==> src/rtl/dump_unit.sv <==
// dump_unit -- memory read-back engine, the DMA counterpart of the loader.
//
// Once the arbiter grants the shared UART, the block takes a 16-bit word count
// (high byte first) from RX. It then reads that many 32-bit words from the
// selected memory, starting at address 0, and sends each word on TX as four
// bytes, least significant byte first. A completion byte (ACK_DUMP) follows,
// and done is then held until the arbiter withdraws the grant.
//
// Ports:
//   clk_i, rst_ni        clock, asynchronous active-low reset
//   grant_i              arbiter enable, high for the whole transaction
//   target_select_i      0 = IMEM, 1 = DMEM; used by the memory mux outside
//   done_o               completion level to the arbiter
//   rx_data_i/rx_ready_i gated UART RX byte and its one-cycle strobe
//   tx_data_o/tx_start_o byte to transmit and its one-cycle start pulse
//   tx_done_i            one-cycle pulse when the UART TX finishes a byte
//   mem_read_enable_o    read strobe of the synchronous (1-cycle) memory
//   mem_addr_o           read address
//   mem_data_i           read data
module dump_unit #(
  parameter logic [7:0] ACK_DUMP = 8'hF2
) (
  input  logic        clk_i,
  input  logic        rst_ni,
  input  logic        grant_i,
  input  logic        target_select_i,
  output logic        done_o,
  input  logic [7:0]  rx_data_i,
  input  logic        rx_ready_i,
  output logic [7:0]  tx_data_o,
  output logic        tx_start_o,
  input  logic        tx_done_i,
  output logic        mem_read_enable_o,
  output logic [31:0] mem_addr_o,
  input  logic [31:0] mem_data_i
);

  typedef enum logic [3:0] {
    S_IDLE,
    S_SIZE_HIGH,
    S_SIZE_LOW,
    S_READ_REQ,
    S_READ_LATCH,
    S_SEND_BYTE,
    S_WAIT_BYTE,
    S_SEND_ACK,
    S_WAIT_ACK,
    S_DONE
  } state_t;

  state_t      state;
  logic [31:0] addr;
  logic [15:0] words_sent;
  logic [15:0] word_count;
  logic [1:0]  byte_index;
  logic [31:0] word_buffer;
  logic [15:0] words_next;
  logic [7:0]  cur_byte;

  // The memory mux outside this block consumes the target select directly.
  logic unused_target_select;
  assign unused_target_select = target_select_i;

  assign words_next = words_sent + 16'd1;
  assign mem_addr_o = addr;

  // Select the byte of the buffered word that is currently being sent.
  always_comb begin
    cur_byte = 8'h00;
    case (byte_index)
      2'd0:    cur_byte = word_buffer[7:0];
      2'd1:    cur_byte = word_buffer[15:8];
      2'd2:    cur_byte = word_buffer[23:16];
      2'd3:    cur_byte = word_buffer[31:24];
      default: cur_byte = 8'h00;
    endcase
  end

  // Transaction FSM with its address, counter and word buffer registers.
  always_ff @(posedge clk_i or negedge rst_ni) begin
    if (!rst_ni) begin
      state       <= S_IDLE;
      addr        <= 32'd0;
      words_sent  <= 16'd0;
      word_count  <= 16'd0;
      byte_index  <= 2'd0;
      word_buffer <= 32'd0;
    end else if (!grant_i && (state != S_IDLE) && (state != S_DONE)) begin
      // Grant withdrawn mid-transaction: abandon silently. Any byte already
      // handed to the UART finishes on its own and its tx_done is ignored.
      state <= S_IDLE;
    end else begin
      case (state)
        S_IDLE: begin
          if (grant_i) begin
            addr       <= 32'd0;
            words_sent <= 16'd0;
            byte_index <= 2'd0;
            state      <= S_SIZE_HIGH;
          end
        end
        S_SIZE_HIGH: begin
          if (rx_ready_i) begin
            word_count[15:8] <= rx_data_i;
            state            <= S_SIZE_LOW;
          end
        end
        S_SIZE_LOW: begin
          if (rx_ready_i) begin
            word_count[7:0] <= rx_data_i;
            // Decide on the assembled count, not the register still being written.
            if ({word_count[15:8], rx_data_i} == 16'd0) begin
              state <= S_SEND_ACK;
            end else begin
              state <= S_READ_REQ;
            end
          end
        end
        S_READ_REQ: begin
          state <= S_READ_LATCH;
        end
        S_READ_LATCH: begin
          word_buffer <= mem_data_i;
          byte_index  <= 2'd0;
          state       <= S_SEND_BYTE;
        end
        S_SEND_BYTE: begin
          state <= S_WAIT_BYTE;
        end
        S_WAIT_BYTE: begin
          if (tx_done_i) begin
            if (byte_index == 2'd3) begin
              addr       <= addr + 32'd4;
              words_sent <= words_next;
              if (words_next == word_count) begin
                state <= S_SEND_ACK;
              end else begin
                state <= S_READ_REQ;
              end
            end else begin
              byte_index <= byte_index + 2'd1;
              state      <= S_SEND_BYTE;
            end
          end
        end
        S_SEND_ACK: begin
          state <= S_WAIT_ACK;
        end
        S_WAIT_ACK: begin
          if (tx_done_i) begin
            state <= S_DONE;
          end
        end
        S_DONE: begin
          if (!grant_i) begin
            state <= S_IDLE;
          end
        end
        default: begin
          state <= S_IDLE;
        end
      endcase
    end
  end

  // Moore output decode; the data byte stays stable while the UART is busy.
  always_comb begin
    tx_start_o        = 1'b0;
    tx_data_o         = 8'h00;
    mem_read_enable_o = 1'b0;
    done_o            = 1'b0;
    case (state)
      S_READ_REQ:  mem_read_enable_o = 1'b1;
      S_SEND_BYTE: begin
        tx_start_o = 1'b1;
        tx_data_o  = cur_byte;
      end
      S_WAIT_BYTE: tx_data_o = cur_byte;
      S_SEND_ACK: begin
        tx_start_o = 1'b1;
        tx_data_o  = ACK_DUMP;
      end
      S_WAIT_ACK:  tx_data_o = ACK_DUMP;
      S_DONE:      done_o = 1'b1;
      default: begin
        tx_start_o        = 1'b0;
        tx_data_o         = 8'h00;
        mem_read_enable_o = 1'b0;
        done_o            = 1'b0;
      end
    endcase
  end

endmodule

==> config.mk <==
export PLATFORM = sky130hd
export DESIGN_NAME = dump_unit
export DESIGN_NICKNAME = d
export VERILOG_FILES = /design/src/rtl/dump_unit.sv
export SDC_FILE = /design/constraint.sdc
export NUM_CORES = 1
export LEC_CHECK = 0
export ABC_AREA = 1
export CELL_PAD_IN_SITES_DETAIL_PLACEMENT = 0
export CELL_PAD_IN_SITES_GLOBAL_PLACEMENT = 1
export CORE_ASPECT_RATIO = 0.9
export CORE_UTILIZATION = 37
export CTS_BUF_LIST = sky130_fd_sc_hd__clkbuf_4 sky130_fd_sc_hd__clkbuf_8
export DETAILED_ROUTE_END_ITERATION = 8
export HOLD_SLACK_MARGIN = 0.1
export PLACE_DENSITY = 0.75
export SLEW_MARGIN = 30
export SYNTH_ARGS = -nofsm -noshare
export SYNTH_HDL_FRONTEND = slang
export SYNTH_SLANG_ARGS = --single-unit
==> constraint.sdc <==
create_clock -name clk_i -period 1.9 [get_ports clk_i]
set_clock_uncertainty 0.05 [all_clocks]
set_input_delay 0.285 -clock clk_i [delete_from_list [all_inputs] [get_ports clk_i]]
set_output_delay 0.285 -clock clk_i [all_outputs]
set_load 0.1 [all_outputs]
* Yosys cells after proc, flatten, opt, wreduce, memory -nomap -nowiden
Cells that the tools add are included.
Widths: inputs -> output; s select.
** Cells by class
- Equality and inequality tests :: 24
- Bitwise gates (word level) :: 1
- Reductions and logical operators :: 18
- Add/subtract/negate cells :: 3
- Multiplexer cells :: 28
** Operator list (number)
- $mux 32 :: 3
- $pmux 32 s2 :: 1
- $mux 16 :: 3
- $pmux 4 s10 :: 1
- $add 32x3->32 const B :: 1
- $mux 4 :: 8
- $pmux 16 s2 :: 1
- $pmux 8 s4 :: 1
- $ne 3x3->1 const B :: 6
- $add 16x1->16 const B :: 1
- $eq 16x16->1 :: 1
- $eq 4x3->1 const B :: 4
- $logic_not 16->1 :: 1
- $pmux 8 s2 :: 1
- $reduce_and 5->1 :: 2
- $eq 4x2->1 const B :: 2
- $eq 4x4->1 const B :: 2
- $ne 2x2->1 const B :: 4
- $mux 2 :: 3
- $mux 3 :: 2
- $pmux 2 s3 :: 1
- $reduce_and 3->1 :: 2
- $reduce_and 6->1 :: 1
- $reduce_or 2->1 :: 3
- other kinds (15) :: 19
** Word-level totals
- Output and inout port bits :: 43
- Word-level logic and storage cells :: 81
- Bits in registers :: 102

* Logic depth before layout (Yosys ltp)
Gate-level depths: netlist of the first run.
- Depth in word-level cells :: 7
- Mapped depth :: 15
- Mapped depth without buffers :: 15

* Least setup slack after synthesis of the first run
No wires, ideal clock.
- Path kind :: register to output
- From :: register byte_index[0]
- To :: output port tx_data_o[4]
- Arrival :: 3.164 ns
- Slack :: -1.599 ns
- Required time :: 1.565 ns
- Cell stages (with the launch flop) :: 8
- Buffers on the path :: 1
- Cells stage by stage :: dfrtp_1 -> inv_1 -> ha_1 -> clkbuf_1 -> a21oi_1 -> nand3_1 -> o21ai_0 -> o21ai_0
** On the way
- Longest elaborated chain between the ends :: 3
- Elaborated cells on any way between the ends :: 6
- Classes of those cells :: eq/ne: 3; mux: 2; reduce/logical: 1
** RTL lines
- from (decl) :: RTL line 55 : logic [1:0] byte_index;
- from (signal assigned) :: RTL line 141 : byte_index <= byte_index + 2'd1;
- $eq 2x2->1, or another cell as far along :: RTL line 70 : case (byte_index)
- $pmux 8 s4 (*) :: RTL line 70
- $pmux 8 s2 (*) :: RTL line 172 : case (state)
- to (decl) :: RTL line 30 : output logic [7:0] tx_data_o,
Every way passes the cells marked *; elsewhere a longest branch is shown, timed or not.

* Worst setup path in the final report of the first run
- From :: register state[1]
- To :: output port tx_data_o[3]
** On the way
- Longest elaborated chain between the ends :: 3
- Elaborated cells on any way between the ends :: 7
- Classes of those cells :: eq/ne: 4; mux: 1; reduce/logical: 2
** RTL lines
- from (decl) :: RTL line 51 : state_t state;
- from (signal assigned) :: RTL line 82 : state <= S_IDLE;
- from (signal assigned) :: RTL line 91 : state <= S_IDLE;
- from (signal assigned) :: RTL line 99 : state <= S_SIZE_HIGH;
- $eq 4x3->1 or $eq 4x4->1 (tied branches) :: RTL line 172
- $reduce_or 2->1 (no source line)
- $pmux 8 s2 (*) :: RTL line 172
Marks and branches as above.

==> flow_summary.yaml, run 1 <==
status:
  status: "finished, violations left"
  violations: "setup timing"
synthesis:
  yosysMostFrequentCell: "nand2_1"
  yosysTopAreaCell: "dfrtp_1"
  synth_area_um2: 5760
  synthArstFlopShare_pct: 100
  dominantRegCellSynth: "dfrtp_1"
  avgSynthCellArea_um2: 7.92
  ys_warn_count: 0
  ys_seq_area_share_pct: 43.4
  synth.top_cells.by_count: "nand2_1 (176), dfrtp_1 (100), inv_1 (95)"
  synth_cell_types: 39
  synth_top_area_share_pct: 43.4
  synthTopCellsByArea: "dfrtp_1 (43%), nand2_1 (11%), mux2_2 (6.3%)"
  synth-edff-count: 0
  synth_seq_cells: 100
  syn_inst: 728
floorplan:
  io_pins: 89
  die_area_um2: 16100
  num_rows: 42
  die_w_um: 134
  start_util_pct: 38.5
  coreArea_um2: 15000
  dieHeight_um: 120
pwr:
  peakVddDrop_mv: 0.841
  p_comb_share_pct: 47.7
  power_mw: 8.77
  seqPwrFrac_pct: 35.1
  p_sw_mw: 3.49
  p_clk_share_pct: 17.2
  p_leak_nw: 3.82
  internal-power_mw: 5.29
  power.density_nw_per_um2: 1000
  switching_share_pct: 39.7
place:
  gp_congestion: 0.906
  dp_hpwl_mm: 11.9
  port_buffers: 85
detailed_routing:
  first_pass_iters: 5
  finalWirelength_mm: 16.7
  ant_nets: 0
  vias: 5566
  routed.top_layer: "met4"
  wl_met2_mm: 8.04
  drc: 0
  wl_met3_um: 579
  via_per_inst: 5.06
  m1WireLength_mm: 7.89
  initialDrtViolationCount: 321
  post_drt_wl_per_cell_um: 15.2
clocking:
  insertion_delay_ns: 0.39
  cts_max_path_buffers: 2
  clk_pin_slew_worst_paths_ns: 0.11
  cts-root-buf: "clkbuf_8"
  cts_tree: "built"
  cts_made_buffers: 9
  ctsHtreeMaxLevel: 3
  cts_sinks: 100
global_route:
  grtUsageTotal_pct: 21.4
  antenna_found_initial: 0
  grt_max_degree: 39
  overflow: 0
  grt_pass1_wl_mm: 27.3
  grt_pass1_vias: 5614
cells_and_area:
  fin_nets: 949
  drive_above_1_share_pct: 34.9
  fillCellCount: 1287
  antenna-diode-count: 0
  syn_to_final_growth_pct: 52.1
timing:
  drv_slew: 0
  fin_hold_ws_ns: 0.323
  finalWorstSetupSlack_ns: -0.256
  setup_viol: 87
  rsz0062_at_grt: "true"
  fin_crit_sh_pct: 113
  min_period_ns: 2.16
  fmax_mhz: 464
  finalHoldViolCount: 0
critical_path:
  start_kind: "flop"
  crit_fanout: 4
  cp_common_cell: "nor2_4"
  end_kind: "output pin"
  timing.rr.end: "mem_addr_o[9]$_DFFE_PN0P_"
  path_cells: "inv_2, buf_6, nand2_4, nor2_4, nor2_4, inv_4, o21ai_2, a31oi_4, buf_12"
  critPathRequiredTime_ns: 1.56
  reg2reg_depth: 12
  rr_startpoint: "state[1]$_DFFE_PN0P_"
  slowest_delay_ns: 0.47
  critPathSlowestCell: "dfrtp_2"
  arrival_ns: 1.82
  path_class: "reg2out"
  r2r_slack_ns: -0.16
min_path:
  hold_path.class: "in2async"
run:
  maxCapViolCount: 0
placed cells by master (no fill, tap or decap), types with 9 or more instances in the layout:
master and n:
mux2_2 32, nor2_1 40, o21ai_2 9, buf_6 15, o22ai_1 11, nand4_1 23, nor2_4 9, dfrtp_1 71
xor2_1 11, clkdlybuf4s50_1 43, nand3_1 43, a21oi_1 18, inv_1 88, dfrtp_2 21, nand2_1 163, nand2_2 12
buf_12 41, clkbuf_8 10, o21ai_0 29, nor3_1 17, nor2_2 11, buf_4 72
critical path: cells and delay by family, from the launching register on:
| kind | cells | cell delay [ns] |
|---|---|---|
| compound gates | 2 | 0.25 |
| simple gates | 3 | 0.25 |
| flops | 1 | 0.47 |
| buf+inv | 4 | 0.46 |
logic make-up (layout without fill, tap and decap cells):
family | count (synthesis) | after routing | synth area share, %
simple gates | 351 | 351 | 27.9
buf+inv | 119 | 292 | 8.08
compound gates | 104 | 104 | 10.0
flops | 100 | 100 | 43.4
mux | 32 | 32 | 6.25
xor+xnor | 15 | 15 | 3.00
fa+ha+maj | 6 | 6 | 1.30
other cells | 1 | 2 | 0.0651
power by group through the flow:
stage	Clock (mW)	Sequential (mW)	Combinational [mW]
final	1.51	3.08	4.19
after detailed placement	0	3.07	3.07
after global routing	1.63	3.14	4.51
after global placement	0	3.05	2.99
after floorplan	0	2.93	2.06
after CTS	1.56	3.04	3.69
cell type report:
class / count / area (um^2) / area share (%)
sequential: 100 / 2560 / 29.2
clock inverter: 6 / 78.8 / 0.899
inverter: 101 / 394 / 4.50
clock buffer: 10 / 138 / 1.57
tap: 198 / 248 / 2.83
multi-input combinational: 510 / 3300 / 37.7
timing repair buffer: 175 / 2050 / 23.3
worst max path at each step:
stage	startpoint	to	cells after the start
floorplan	state[0]$_DFFE_PN0P_	tx_data_o[4]	6
global placement	grant_i	mem_addr_o[26]$_DFFE_PN0P_	11
detailed placement	grant_i	mem_addr_o[18]$_DFFE_PN0P_	10
CTS	state[1]$_DFFE_PN0P_	tx_data_o[3]	9
global route	byte_index[0]$_DFFE_PN0P_	tx_data_o[7]	7
finish	state[1]$_DFFE_PN0P_	tx_data_o[3]	9
state kept, by name, indices dropped and copies added (netlist names):
| signal | flops |
|---|---|
| words_sent | 16 |
| mem_addr_o | 30 |
| state | 4 |
| word_count | 16 |
| word_buffer | 32 |
| byte_index | 2 |
per-layer routing:
| metal | up-vias | GRT usage (%) |
|---|---|---|
| li1 | 2761 | - |
| met1 | 2674 | 28.3 |
| met2 | 109 | 35.8 |
| met3 | 22 | 3.77 |
| met4 | 0 | 6.25 |
| met5 | - | 0 |
metrics by stage:
step	cell area, um^2	utilization, %	cells	setup TNS [ns]	worst slack (ns)
finish	8770	58.5	1100	-7.91	-0.256
global route	8770	58.5	1100	-13.75	-0.330
detailed placement	7780	51.9	1051	-9.25	-0.323
CTS	8400	56.1	1087	-4.19	-0.247
global placement	7780	51.9	1051	-3.69	-0.189
floorplan	5990	-	729	-1.28	-0.290
what timing repair did:
item	4_1_cts	5_1_grt
pin swaps	14	16
hold endpoints to repair	27	0
buffers inserted	19	10
endpoints found under the setup margin	42	93
hold buffers	1	0
cloned	0	3
resized for setup	66	54
Note: power is estimated with default switching activity, not from simulation.
==> inputs of run 2 (changes only) <==
ABC_CLOCK_PERIOD_IN_PS = 1900   (was default)
==> results of run 2 <==
The final DEF is identical to that of run 1; final timing and power are the same.
